`src/rtl/uart_rx_ctrl_if.sv`:
```
// ============================================================================
// uart_rx_ctrl_if : serial line, shift-register and host signals of the UART RX control stage
// Revision 1.0
// ============================================================================
`default_nettype none

interface uart_rx_ctrl_if;
  logic       serial_in;
  logic [7:0] packet_data;
  logic       stop_bit;
  logic       data_read;
  logic       shift_strobe;
  logic [7:0] rx_data;
  logic       data_ready;
  logic       overrun_error;
  logic       framing_error;
  logic       rx_busy;

  modport master (
    output serial_in, packet_data, stop_bit, data_read,
    input  shift_strobe, rx_data, data_ready, overrun_error, framing_error, rx_busy
  );

  modport slave (
    input  serial_in, packet_data, stop_bit, data_read,
    output shift_strobe, rx_data, data_ready, overrun_error, framing_error, rx_busy
  );
endinterface

`default_nettype wire

```
`src/rtl/uart_rx_ctrl.sv`:
```
// ============================================================================
// uart_rx_ctrl : start-bit validation, bit-centre shift strobes, receive buffer and error flags
// Revision 1.0
// ============================================================================
`default_nettype none

module uart_rx_ctrl #(
  parameter int CLKS_PER_BIT = 10
) (
  input  logic          clk,
  input  logic          n_rst,
  uart_rx_ctrl_if.slave bus
);

  localparam int TW = $clog2(CLKS_PER_BIT) + 1;
  localparam logic [TW-1:0] C_HALF = TW'(CLKS_PER_BIT / 2);
  localparam logic [TW-1:0] C_LAST = TW'(CLKS_PER_BIT - 1);
  localparam logic [TW-1:0] C_PRE  = TW'(CLKS_PER_BIT - 2);
  localparam logic [TW-1:0] C_ONE  = TW'(1);

  localparam logic [1:0] IDLE      = 2'd0;
  localparam logic [1:0] START_CHK = 2'd1;
  localparam logic [1:0] RECV      = 2'd2;
  localparam logic [1:0] STOP_CHK  = 2'd3;

  logic          r_sync1;
  logic          r_sync2;
  logic          r_prev;
  logic [1:0]    r_state;
  logic [1:0]    w_next;
  logic [TW-1:0] r_timer;
  logic [3:0]    r_bit_cnt;
  logic          r_strobe;
  logic          r_busy;
  logic [7:0]    r_rx_data;
  logic          r_ready;
  logic          r_overrun;
  logic          r_framing;

  logic w_rx_s;
  logic w_start_edge;
  logic w_at_half;
  logic w_bit_end;
  logic w_start_ok;
  logic w_load;
  logic w_frame_bad;

  assign w_rx_s       = r_sync2;
  assign w_start_edge = r_prev & ~w_rx_s;
  assign w_at_half    = (r_timer == C_HALF);
  assign w_bit_end    = (r_timer == C_LAST);
  assign w_start_ok   = (r_state == START_CHK) && w_at_half && !w_rx_s;
  assign w_load       = (r_state == STOP_CHK) && bus.stop_bit;
  assign w_frame_bad  = (r_state == STOP_CHK) && !bus.stop_bit;

  always_ff @(posedge clk or negedge n_rst) begin
    if (!n_rst) begin
      r_sync1 <= 1'b1;
      r_sync2 <= 1'b1;
      r_prev  <= 1'b1;
    end else begin
      r_sync1 <= bus.serial_in;
      r_sync2 <= r_sync1;
      r_prev  <= r_sync2;
    end
  end

  always_comb begin
    w_next = r_state;
    case (r_state)
      IDLE:      if (w_start_edge) w_next = START_CHK;
      START_CHK: if (w_at_half) w_next = w_rx_s ? IDLE : RECV;
      RECV:      if (w_bit_end && (r_bit_cnt == 4'd8)) w_next = STOP_CHK;
      STOP_CHK:  w_next = IDLE;
      default:   w_next = IDLE;
    endcase
  end

  // Timer restarts on every state change and at each bit boundary in RECV,
  // so in RECV it reads N-1 exactly on the strobe cycles.
  always_ff @(posedge clk or negedge n_rst) begin
    if (!n_rst) begin
      r_state   <= IDLE;
      r_timer   <= '0;
      r_bit_cnt <= 4'd0;
      r_strobe  <= 1'b0;
      r_busy    <= 1'b0;
    end else begin
      r_state  <= w_next;
      r_strobe <= (r_state == RECV) && (r_timer == C_PRE);
      r_busy   <= (w_next != IDLE);

      if (w_next != r_state)
        r_timer <= '0;
      else if ((r_state == RECV) && w_bit_end)
        r_timer <= '0;
      else if (r_state != IDLE)
        r_timer <= r_timer + C_ONE;
      else
        r_timer <= '0;

      if (r_state != RECV)
        r_bit_cnt <= 4'd0;
      else if (w_bit_end)
        r_bit_cnt <= r_bit_cnt + 4'd1;
    end
  end

  // A load coinciding with a host read keeps data_ready set and suppresses overrun.
  always_ff @(posedge clk or negedge n_rst) begin
    if (!n_rst) begin
      r_rx_data <= 8'h00;
      r_ready   <= 1'b0;
      r_overrun <= 1'b0;
      r_framing <= 1'b0;
    end else begin
      if (w_load) begin
        r_rx_data <= bus.packet_data;
        r_ready   <= 1'b1;
        r_overrun <= r_ready & ~bus.data_read;
      end else if (bus.data_read) begin
        r_ready   <= 1'b0;
        r_overrun <= 1'b0;
      end

      if (w_start_ok)
        r_framing <= 1'b0;
      else if (w_frame_bad)
        r_framing <= 1'b1;
    end
  end

  assign bus.shift_strobe  = r_strobe;
  assign bus.rx_data       = r_rx_data;
  assign bus.data_ready    = r_ready;
  assign bus.overrun_error = r_overrun;
  assign bus.framing_error = r_framing;
  assign bus.rx_busy       = r_busy;

endmodule

`default_nettype wire

```
`src/flat_wrapper.sv`:
```
// flat-port wrapper written by rule: the top's interface ports become plain ports
module uart_rx_ctrl_flat 
#(
  parameter int CLKS_PER_BIT = 10
)
  (clk, n_rst, bus_serial_in, bus_packet_data, bus_stop_bit, bus_data_read, bus_shift_strobe, bus_rx_data, bus_data_ready, bus_overrun_error, bus_framing_error, bus_rx_busy);
  uart_rx_ctrl_if bus_i ();
  input  logic clk;
  input  logic n_rst;
  input wire logic [$bits(bus_i.serial_in)-1:0] bus_serial_in;
  input wire logic [$bits(bus_i.packet_data)-1:0] bus_packet_data;
  input wire logic [$bits(bus_i.stop_bit)-1:0] bus_stop_bit;
  input wire logic [$bits(bus_i.data_read)-1:0] bus_data_read;
  output wire logic [$bits(bus_i.shift_strobe)-1:0] bus_shift_strobe;
  output wire logic [$bits(bus_i.rx_data)-1:0] bus_rx_data;
  output wire logic [$bits(bus_i.data_ready)-1:0] bus_data_ready;
  output wire logic [$bits(bus_i.overrun_error)-1:0] bus_overrun_error;
  output wire logic [$bits(bus_i.framing_error)-1:0] bus_framing_error;
  output wire logic [$bits(bus_i.rx_busy)-1:0] bus_rx_busy;
  assign bus_i.serial_in = bus_serial_in;
  assign bus_i.packet_data = bus_packet_data;
  assign bus_i.stop_bit = bus_stop_bit;
  assign bus_i.data_read = bus_data_read;
  assign bus_shift_strobe = bus_i.shift_strobe;
  assign bus_rx_data = bus_i.rx_data;
  assign bus_data_ready = bus_i.data_ready;
  assign bus_overrun_error = bus_i.overrun_error;
  assign bus_framing_error = bus_i.framing_error;
  assign bus_rx_busy = bus_i.rx_busy;
  uart_rx_ctrl #(.CLKS_PER_BIT(CLKS_PER_BIT)) u_core (.clk(clk), .n_rst(n_rst), .bus(bus_i));
endmodule
```
`config.mk`:
```
export PLATFORM = sky130hd
export DESIGN_NAME = uart_rx_ctrl_flat
export DESIGN_NICKNAME = d
export VERILOG_FILES = /design/src/rtl/uart_rx_ctrl_if.sv /design/src/rtl/uart_rx_ctrl.sv /design/src/flat_wrapper.sv
export SDC_FILE = /design/constraint.sdc
export NUM_CORES = 1
export LEC_CHECK = 0
export CAP_MARGIN = 15
export CORE_ASPECT_RATIO = 1.4
export CORE_UTILIZATION = 46
export CTS_CLUSTER_SIZE = 40
export DETAILED_ROUTE_END_ITERATION = 6
export GPL_TIMING_DRIVEN = 0
export PLACE_DENSITY = 0.81
export SKIP_CTS_REPAIR_TIMING = 1
export SLEW_MARGIN = 20
export SYNTH_ARGS = -nofsm -noshare
export SYNTH_HDL_FRONTEND = slang
export SYNTH_SLANG_ARGS = --single-unit
```
`constraint.sdc`:
```
create_clock -name clk -period 1.6 [get_ports clk]
set_clock_uncertainty 0.05 [all_clocks]
set_input_delay 0.32 -clock clk [delete_from_list [all_inputs] [get_ports clk]]
set_output_delay 0.32 -clock clk [all_outputs]
set_load 0.005 [all_outputs]
```
### Yosys cells after proc, flatten, opt, wreduce, memory -nomap -nowiden

Index checks and enable logic that the tools add are counted.

| word-level totals | value |
|---|---|
| register bits | 27 |
| logic and storage cells | 57 |

| operators by class | value |
|---|---|
| mux-type cells | 15 |
| bitwise operators | 4 |
| reductions and logical operators | 15 |
| equality and inequality tests | 9 |
| add/sub/neg operators | 2 |

Operators by type and width:

| operator | count |
|---|---|
| 2-to-1 mux 5 bit | 3 |
| equality test 5 x 4 -> 1 bit, second input constant | 2 |
| nonzero test 2 bit | 5 |
| 2-to-1 mux 2 bit | 4 |
| 2-to-1 mux 4 bit | 2 |
| case mux 2 bit (4 select lines) | 1 |
| logical AND 1 bit | 7 |
| adder 5 x 1 -> 5 bit, second input constant | 1 |
| equality test 5 x 3 -> 1 bit, second input constant | 1 |
| 2-to-1 mux 1 bit | 5 |
| adder 4 x 1 -> 4 bit, second input constant | 1 |
| equality test 2 bit, second input constant | 2 |
| equality test 4 bit, second input constant | 1 |
| AND 1 bit | 2 |
| equality test 2 x 1 -> 1 bit, second input constant | 1 |
| zero test 1 bit | 2 |
| zero test 2 bit | 1 |
| != test 2 bit | 1 |
| != test 2 bit, second input constant | 1 |
| inverter 1 bit | 2 |

### Longest topological paths before layout

Gate-level depths: netlist of the first run.

| logic depth | value |
|---|---|
| depth after elaboration | 6 |
| gate-level depth with buffers | 6 |
| depth with buffers taken out | 5 |

### Least setup slack after synthesis of the first run

OpenSTA, ideal clock, no wires.

| timing | value |
|---|---|
| path kind | register to register |
| start | register u_core.r_timer[1] |
| end | register u_core.r_bit_cnt[3] |
| arrival time | 1.308 ns |
| setup slack | 0.164 ns |
| period minus slack after synthesis | 1.436 ns |
| library setup time | 0.078 ns |
| data required time | 1.472 ns |
| stages on the path, launching flop included | 7 |
| cell sequence | dfrtp_1 -> inv_1 -> ha_1 -> nand4bb_1 -> buf_2 -> or3_1 -> a21oi_1 |

| on the way | value |
|---|---|
| cells in the longest elaborated chain, start to end | 2 |

RTL lines:

| element | line | RTL |
|---|---|---|
| from (decl) | uart_rx_ctrl.sv:31 | `logic [TW-1:0] r_timer;` |
| from (signal assigned) | uart_rx_ctrl.sv:98 | `r_timer <= r_timer + C_ONE;` |
| equality test 5 x 4 -> 1 bit | uart_rx_ctrl.sv:51 | `assign w_bit_end = (r_timer == C_LAST);` |
| nonzero test 2 bit (no source line) | n/a |  |
| to (signal assigned) | uart_rx_ctrl.sv:105 | `r_bit_cnt <= r_bit_cnt + 4'd1;` |
| to (decl) | uart_rx_ctrl.sv:32 | `logic [3:0] r_bit_cnt;` |

No other way between the ends.
A chain may end at the register's enable or synchronous reset.

### Final worst setup path of the first run

| timing | value |
|---|---|
| start | register u_core.r_rx_data[1] (netlist: u_core.bus.rx_data[1]) |
| end | output bus_rx_data[1] |

RTL lines:

| element | line | RTL |
|---|---|---|
| from (decl) | uart_rx_ctrl.sv:35 | `logic [7:0] r_rx_data;` |
| from (signal assigned) | uart_rx_ctrl.sv:118 | `r_rx_data <= bus.packet_data;` |
| to (decl) | flat_wrapper.sv:15 | `output wire logic [$bits(bus_i.rx_data)-1:0] bus_rx_data;` |

No word-level cell between the ends.

==> results.yml, run 1 <==
outcome:
  outcome: "finished, final reports clean"
placed_design:
  io_buffers: 25
  place.gp.congestion: 0.700
  place_inst: 162
  dpl-instance-area_mm2: 0.00150
  hpwl_mm: 1.57
min_path:
  hold_path.startpoint: "u_core.r_sync1"
  hold_path_end: "u_core.r_sync2"
  hold_depth: 0
  min_path_type: "flop to flop"
clocking:
  cts_tree: "yes"
  cts.path.max_buffers: 2
  cts_buffers: 3
  cts_root_buf: "clkbuf_4"
  htreeDepth: 1
  cts_sinks: 27
  clock_latency_ps: 330
  clk_pin_slew_ps: 150
sta:
  rsz0062_at_grt: "false"
  setup_viol: 0
  drv_slew: 0
  relSlewSlack: 0.608
  setup_tns_ps: 0
  clock.fmax_ghz: 0.637
  hold_ws_ps: 316
  min_period_ps: 1570
  report.final.hold_viol_count: 0
  period_share: 0.981
  tightest_slew_ps: 588
synthesis:
  synthArstFlopShare: 1.00
  syn_area_mm2: 0.00121
  yosys_warnings: 0
  yosys_register_bits: 27
  syn_inst: 103
  synthTopCellsByArea: "dfrtp_1, mux2_2, dfstp_2"
  syn_area_per_cell_um2: 11.8
  synthesis.nets: 121
  synth-edff-count: 0
  yosysUniqueCellTypes: 29
  synth_ff_type: "dfrtp_1"
  ys_seq_area_frac: 0.559
  yosys.area.top_type_share: 0.494
  synth_top_cell_by_area: "dfrtp_1"
grt:
  grt_pass1_wl_mm: 3.70
  antenna_found_initial: 0
  grt_pass1_vias: 881
  global_route.usage.total: 0.174
  grt_max_degree: 28
  grt-ovfl-total: 0
floorplan:
  pin_count: 26
  die_h_um: 62.8
  dieArea_mm2: 0.00285
  core-area_mm2: 0.00244
  initial_core_util: 0.497
  rows: 21
  die_w_um: 45.4
critical_path:
  start_kind: "flop"
  r2r_setup_slack_ps: 90
  cp_data_required_time_ps: 1230
  crit_arrival_ps: 1200
  end_kind: "output port"
  timing.rr.start: "u_core.r_state[0]"
  path_max_fanout: 2
  crit_buf_inv: 1
  path_class: "flop to output port"
  r2r_cells: 4
  path_cells: "clkdlybuf4s50_1"
  slowest_stage: "clkdlybuf4s50_1"
  path_delay_family: "buffers and inverters"
  slowest_delay_ps: 500
  r2r_end: "u_core.r_timer[3]"
pwr:
  p_leak_nw: 0.858
  ir_drop_uv: 1160
  power_density_mw_per_mm2: 1270
drt:
  drc_errors: 0
  wl_per_cell_um: 12.7
  drt-initial-drc-count: 22
  avgViaCountPerCell: 5.02
  drt_first_pass_iters: 4
  dr_total_vias: 854
  wl_mm: 2.17
  antenna_left: 0
cells_and_area:
  final_nets: 155
  fin_util: 0.661
  drive_gt1_frac: 0.199
  fin_cells: 170
  num_antenna_cells: 0
  areaGrowthSynthToFinish_pct: 32.9
  fin_area_mm2: 0.00161
flow_run:
  cap_viol_max_count: 0
[area by class of cell]
class,instances,area (µm²)
plain buffers,5,36.3
clock buffers,3,22.5
clock inverters,1,7.51
fillers,186,830
inverters,7,26.3
multi-input cells,64,497
flip-flops and latches,27,679
well taps,34,42.5
repair buffers,29,303
[per-stage QoR]
stage          setup WS [ps]  power [mW]
2_1_floorplan            164        1.38
3_3_place_gp            -153        1.69
3_5_place_dp            -161        1.73
4_1_cts                -38.9        2.04
5_1_grt               0.0231        2.17
6_report                30.8        2.05
[layer usage]
metal	up-vias	global-route usage	routed length, µm
li1	413	-	-
met1	413	0.208	891
met2	26	0.288	1150
met3	2	0.0347	91
met4	0	0.0795	35
met5	-	0	0
[synth_stat cells, types with 2 or more instances]
master     count
nand2_1        5
xor2_1         3
o21ai_0        5
ha_1           5
xnor2_1        2
buf_2          3
nand3_1        4
dfstp_2        3
inv_1          7
mux2i_1        2
nand2b_1       3
dfrtp_1       24
nand3b_1       3
a21oi_1        3
or3_1          3
nand4bb_1      2
mux2_2         8
nor2_1         7
[registers in the layout, summed over array words and instances (netlist names)]
| name | count |
|---|---|
| u_core.bus.framing_error | 1 |
| u_core.bus.data_ready | 1 |
| u_core.bus.rx_busy | 1 |
| u_core.r_sync2 | 1 |
| u_core.r_sync1 | 1 |
| u_core.bus.overrun_error | 1 |
| u_core.bus.shift_strobe | 1 |
| u_core.r_bit_cnt | 4 |
| u_core.r_state | 2 |
| u_core.bus.rx_data | 8 |
| u_core.r_timer | 5 |
| u_core.r_prev | 1 |
[report_power, final]
| group | internal, mW | switching [mW] | total, mW |
|---|---|---|---|
| clock | 0.0959 | 0.206 | 0.302 |
| combinational | 0.452 | 0.313 | 0.766 |
| sequential | 0.858 | 0.120 | 0.978 |
| total | 1.41 | 0.639 | 2.05 |
[cell usage in the layout (no fill, tap or decap), drive strengths merged, types with 5 or more instances in the layout]
| master | n |
|---|---|
| buf | 8 |
| clkdlybuf4s50 | 14 |
| dfrtp | 24 |
| dlymetal6s2s | 10 |
| ha | 5 |
| inv | 7 |
| mux2 | 9 |
| nand2 | 5 |
| nor2 | 7 |
| o21ai | 6 |
[worst max path at each step]
stage / slack, ps / endpoint / cells after the start / start
6_report: 30 / bus_rx_data[1] / 1 / u_core.bus.rx_data[1]
3_5_place_dp: -160 / u_core.bus.rx_data[3] / 3 / bus_stop_bit
5_1_grt: 0.02 / bus_rx_data[1] / 1 / u_core.bus.rx_data[1]
3_3_place_gp: -150 / u_core.r_timer[4] / 1 / n_rst
2_1_floorplan: 160 / u_core.r_bit_cnt[3] / 6 / u_core.r_timer[1]
4_1_cts: -40 / bus_data_ready / 1 / u_core.bus.data_ready
[kinds of logic (layout without fill, tap and decap cells)]
| group | after synthesis | after routing | share of synthesized area |
|---|---|---|---|
| XOR/XNOR | 5 | 5 | 0.0361 |
| adder cells (fa/ha/maj) | 5 | 5 | 0.0515 |
| AND/OR/NAND/NOR | 31 | 31 | 0.150 |
| buffers and inverters | 12 | 45 | 0.0463 |
| AO/OA/AOI/OAI | 12 | 12 | 0.0566 |
| flip-flops | 27 | 27 | 0.559 |
| multiplexers | 11 | 11 | 0.0999 |
No activity file was read; power rests on OpenSTA's default activity.
==> inputs of run 2 (changes only) <==
Settings changed: CORE_MARGIN set to 2.
==> run 2 against run 1 <==
  * Maximum frequency grew 0.77%
  * Final area is essentially flat
  * Hold slack gained 3.7 ps
  * Sequential share of layout area is essentially flat
  * Combinational power grew 0.7%
  * Global-route usage shrank 0.22 points
  * First-iteration DRC count shrank 45%
  * Cell count grew 0.59%
  * Sequential power shrank 2%
  * Clock power is essentially flat
  * Total power shrank 0.62%
  * Largest cell class unchanged
  * Largest power group unchanged
==> results.yml, run 2 (same netlist as run 1, synthesis figures left out) <==
outcome:
  outcome: "finished, final reports clean"
placed_design:
  io_buffers: 25
  dpl-instance-area_mm2: 0.00151
  place.gp.congestion: 0.686
  hpwl_mm: 1.59
critical_path:
  path_cells: "inv_2, ha_2, nand4bb_1, buf_6, or3_1, a21oi_2"
  cp_data_required_time_ps: 1820
  start_kind: "flop"
  crit_arrival_ps: 1780
  crit_buf_inv: 2
  r2r_end: "u_core.r_bit_cnt[3]"
  slowest_stage: "dfrtp_1"
  slowest_delay_ps: 420
  path_max_fanout: 6
  r2r_setup_slack_ps: 40
  r2r_cells: 6
  timing.rr.start: "u_core.r_timer[1]"
  path_delay_family: "simple AND/OR/NAND/NOR gates"
  path_class: "flop to flop"
  end_kind: "flop"
grt:
  grt_pass1_vias: 956
  grt-ovfl-total: 0
  antenna_found_initial: 0
  grt_max_degree: 28
  grt_pass1_wl_mm: 3.88
  global_route.usage.total: 0.172
cells_and_area:
  num_antenna_cells: 0
  largest_reg_flops: 8
  final_nets: 154
  fin_area_mm2: 0.00161
  drive_gt1_frac: 0.215
  areaGrowthSynthToFinish_pct: 32.8
  fin_util: 0.630
  final_cell_mix: "dfrtp_1, clkdlybuf4s50_1, dlymetal6s2s_1, mux2_2, nor2_1"
  mostFrequentLayoutCell: "dfrtp_1"
floorplan:
  rows: 22
  die_w_um: 47.4
  dieArea_mm2: 0.00307
  core-area_mm2: 0.00256
  pin_count: 26
  die_h_um: 64.8
  initial_core_util: 0.475
sta:
  report.final.hold_viol_count: 0
  rsz0062_at_grt: "false"
  relSlewSlack: 0.605
  setup_tns_ps: 0
  clock.fmax_ghz: 0.642
  setup_viol: 0
  tightest_slew_ps: 592
  min_period_ps: 1560
  drv_slew: 0
  period_share: 0.973
drt:
  wl_mm: 2.17
  drt_first_pass_iters: 3
  dr_total_vias: 870
  drc_errors: 0
  wl_per_cell_um: 12.7
  drt-initial-drc-count: 12
  antenna_left: 0
  avgViaCountPerCell: 5.09
clocking:
  cts_sinks: 27
  cts.path.max_buffers: 2
  cts_tree: "yes"
  cts_root_buf: "clkbuf_4"
  htreeDepth: 1
  clock_latency_ps: 330
  clk_pin_slew_ps: 140
  cts_buffers: 3
pwr:
  p_sw_mw: 0.622
  power_frac_comb: 0.379
  switching_share: 0.306
  seq_power_share: 0.473
  ir_drop_uv: 870
  power_density_mw_per_mm2: 1260
  p_leak_nw: 0.874
  clockPowerShare: 0.148
  intPower_mw: 1.41
min_path:
  hold_path.startpoint: "u_core.r_sync1"
  min_path_type: "flop to flop"
  hold_path_end: "u_core.r_sync2"
  hold_depth: 0
flow_run:
  cap_viol_max_count: 0
## run 2: area by class of cell
| class | count | area [µm²] |
|---|---|---|
| inverter | 7 | 26.3 |
| fill | 204 | 947 |
| tap | 36 | 45.0 |
| buffer | 4 | 32.5 |
| clock buffer | 4 | 26.3 |
| multi-input combinational | 64 | 498 |
| sequential | 27 | 679 |
| timing repair buffer | 29 | 305 |
## run 2: worst max path at each step
stage	cells after the start	endpoint	slack (ps)	from
5_1_grt	5	u_core.r_state[0]	4	u_core.r_timer[0]
3_5_place_dp	1	u_core.r_timer[4]	-200	n_rst
3_3_place_gp	1	u_core.r_timer[4]	-120	n_rst
2_1_floorplan	6	u_core.r_bit_cnt[3]	160	u_core.r_timer[1]
6_report	6	u_core.r_bit_cnt[3]	40	u_core.r_timer[1]
4_1_cts	6	u_core.r_bit_cnt[3]	-40	u_core.r_timer[1]
## run 2: worst reg2reg max path, cell delays in order, from the launching register on
cell and delay, ps:
dfrtp_1 420, inv_2 60, ha_2 170, nand4bb_1 170, buf_6 180, or3_1 320, a21oi_2 130
## run 2: through the flow
step / worst slack [ps] / cells / power, mW / hold WS, ps
3_5_place_dp: -205 / 164 / 1.73 / 304
6_report: 42.8 / 171 / 2.03 / 320
2_1_floorplan: 164 / 103 / 1.38 / -25.6
5_1_grt: 3.97 / 171 / 2.19 / 326
3_3_place_gp: -120 / 164 / 1.69 / 296
4_1_cts: -37.3 / 168 / 2.02 / 322
## run 2: layer usage
metal / up-vias / track usage / routed length [µm]
met5: - / 0 / 0
met4: 0 / 0.0868 / 65
met3: 7 / 0.0306 / 106
met2: 28 / 0.279 / 1120
met1: 426 / 0.208 / 876
li1: 409 / - / -
## run 2: power groups by stage
stage	clock network, mW	logic [mW]	registers [mW]
2_1_floorplan	0	0.406	0.974
5_1_grt	0.329	0.864	0.992
4_1_cts	0.299	0.757	0.966
6_report	0.300	0.771	0.962
3_5_place_dp	0	0.753	0.979
3_3_place_gp	0	0.721	0.971
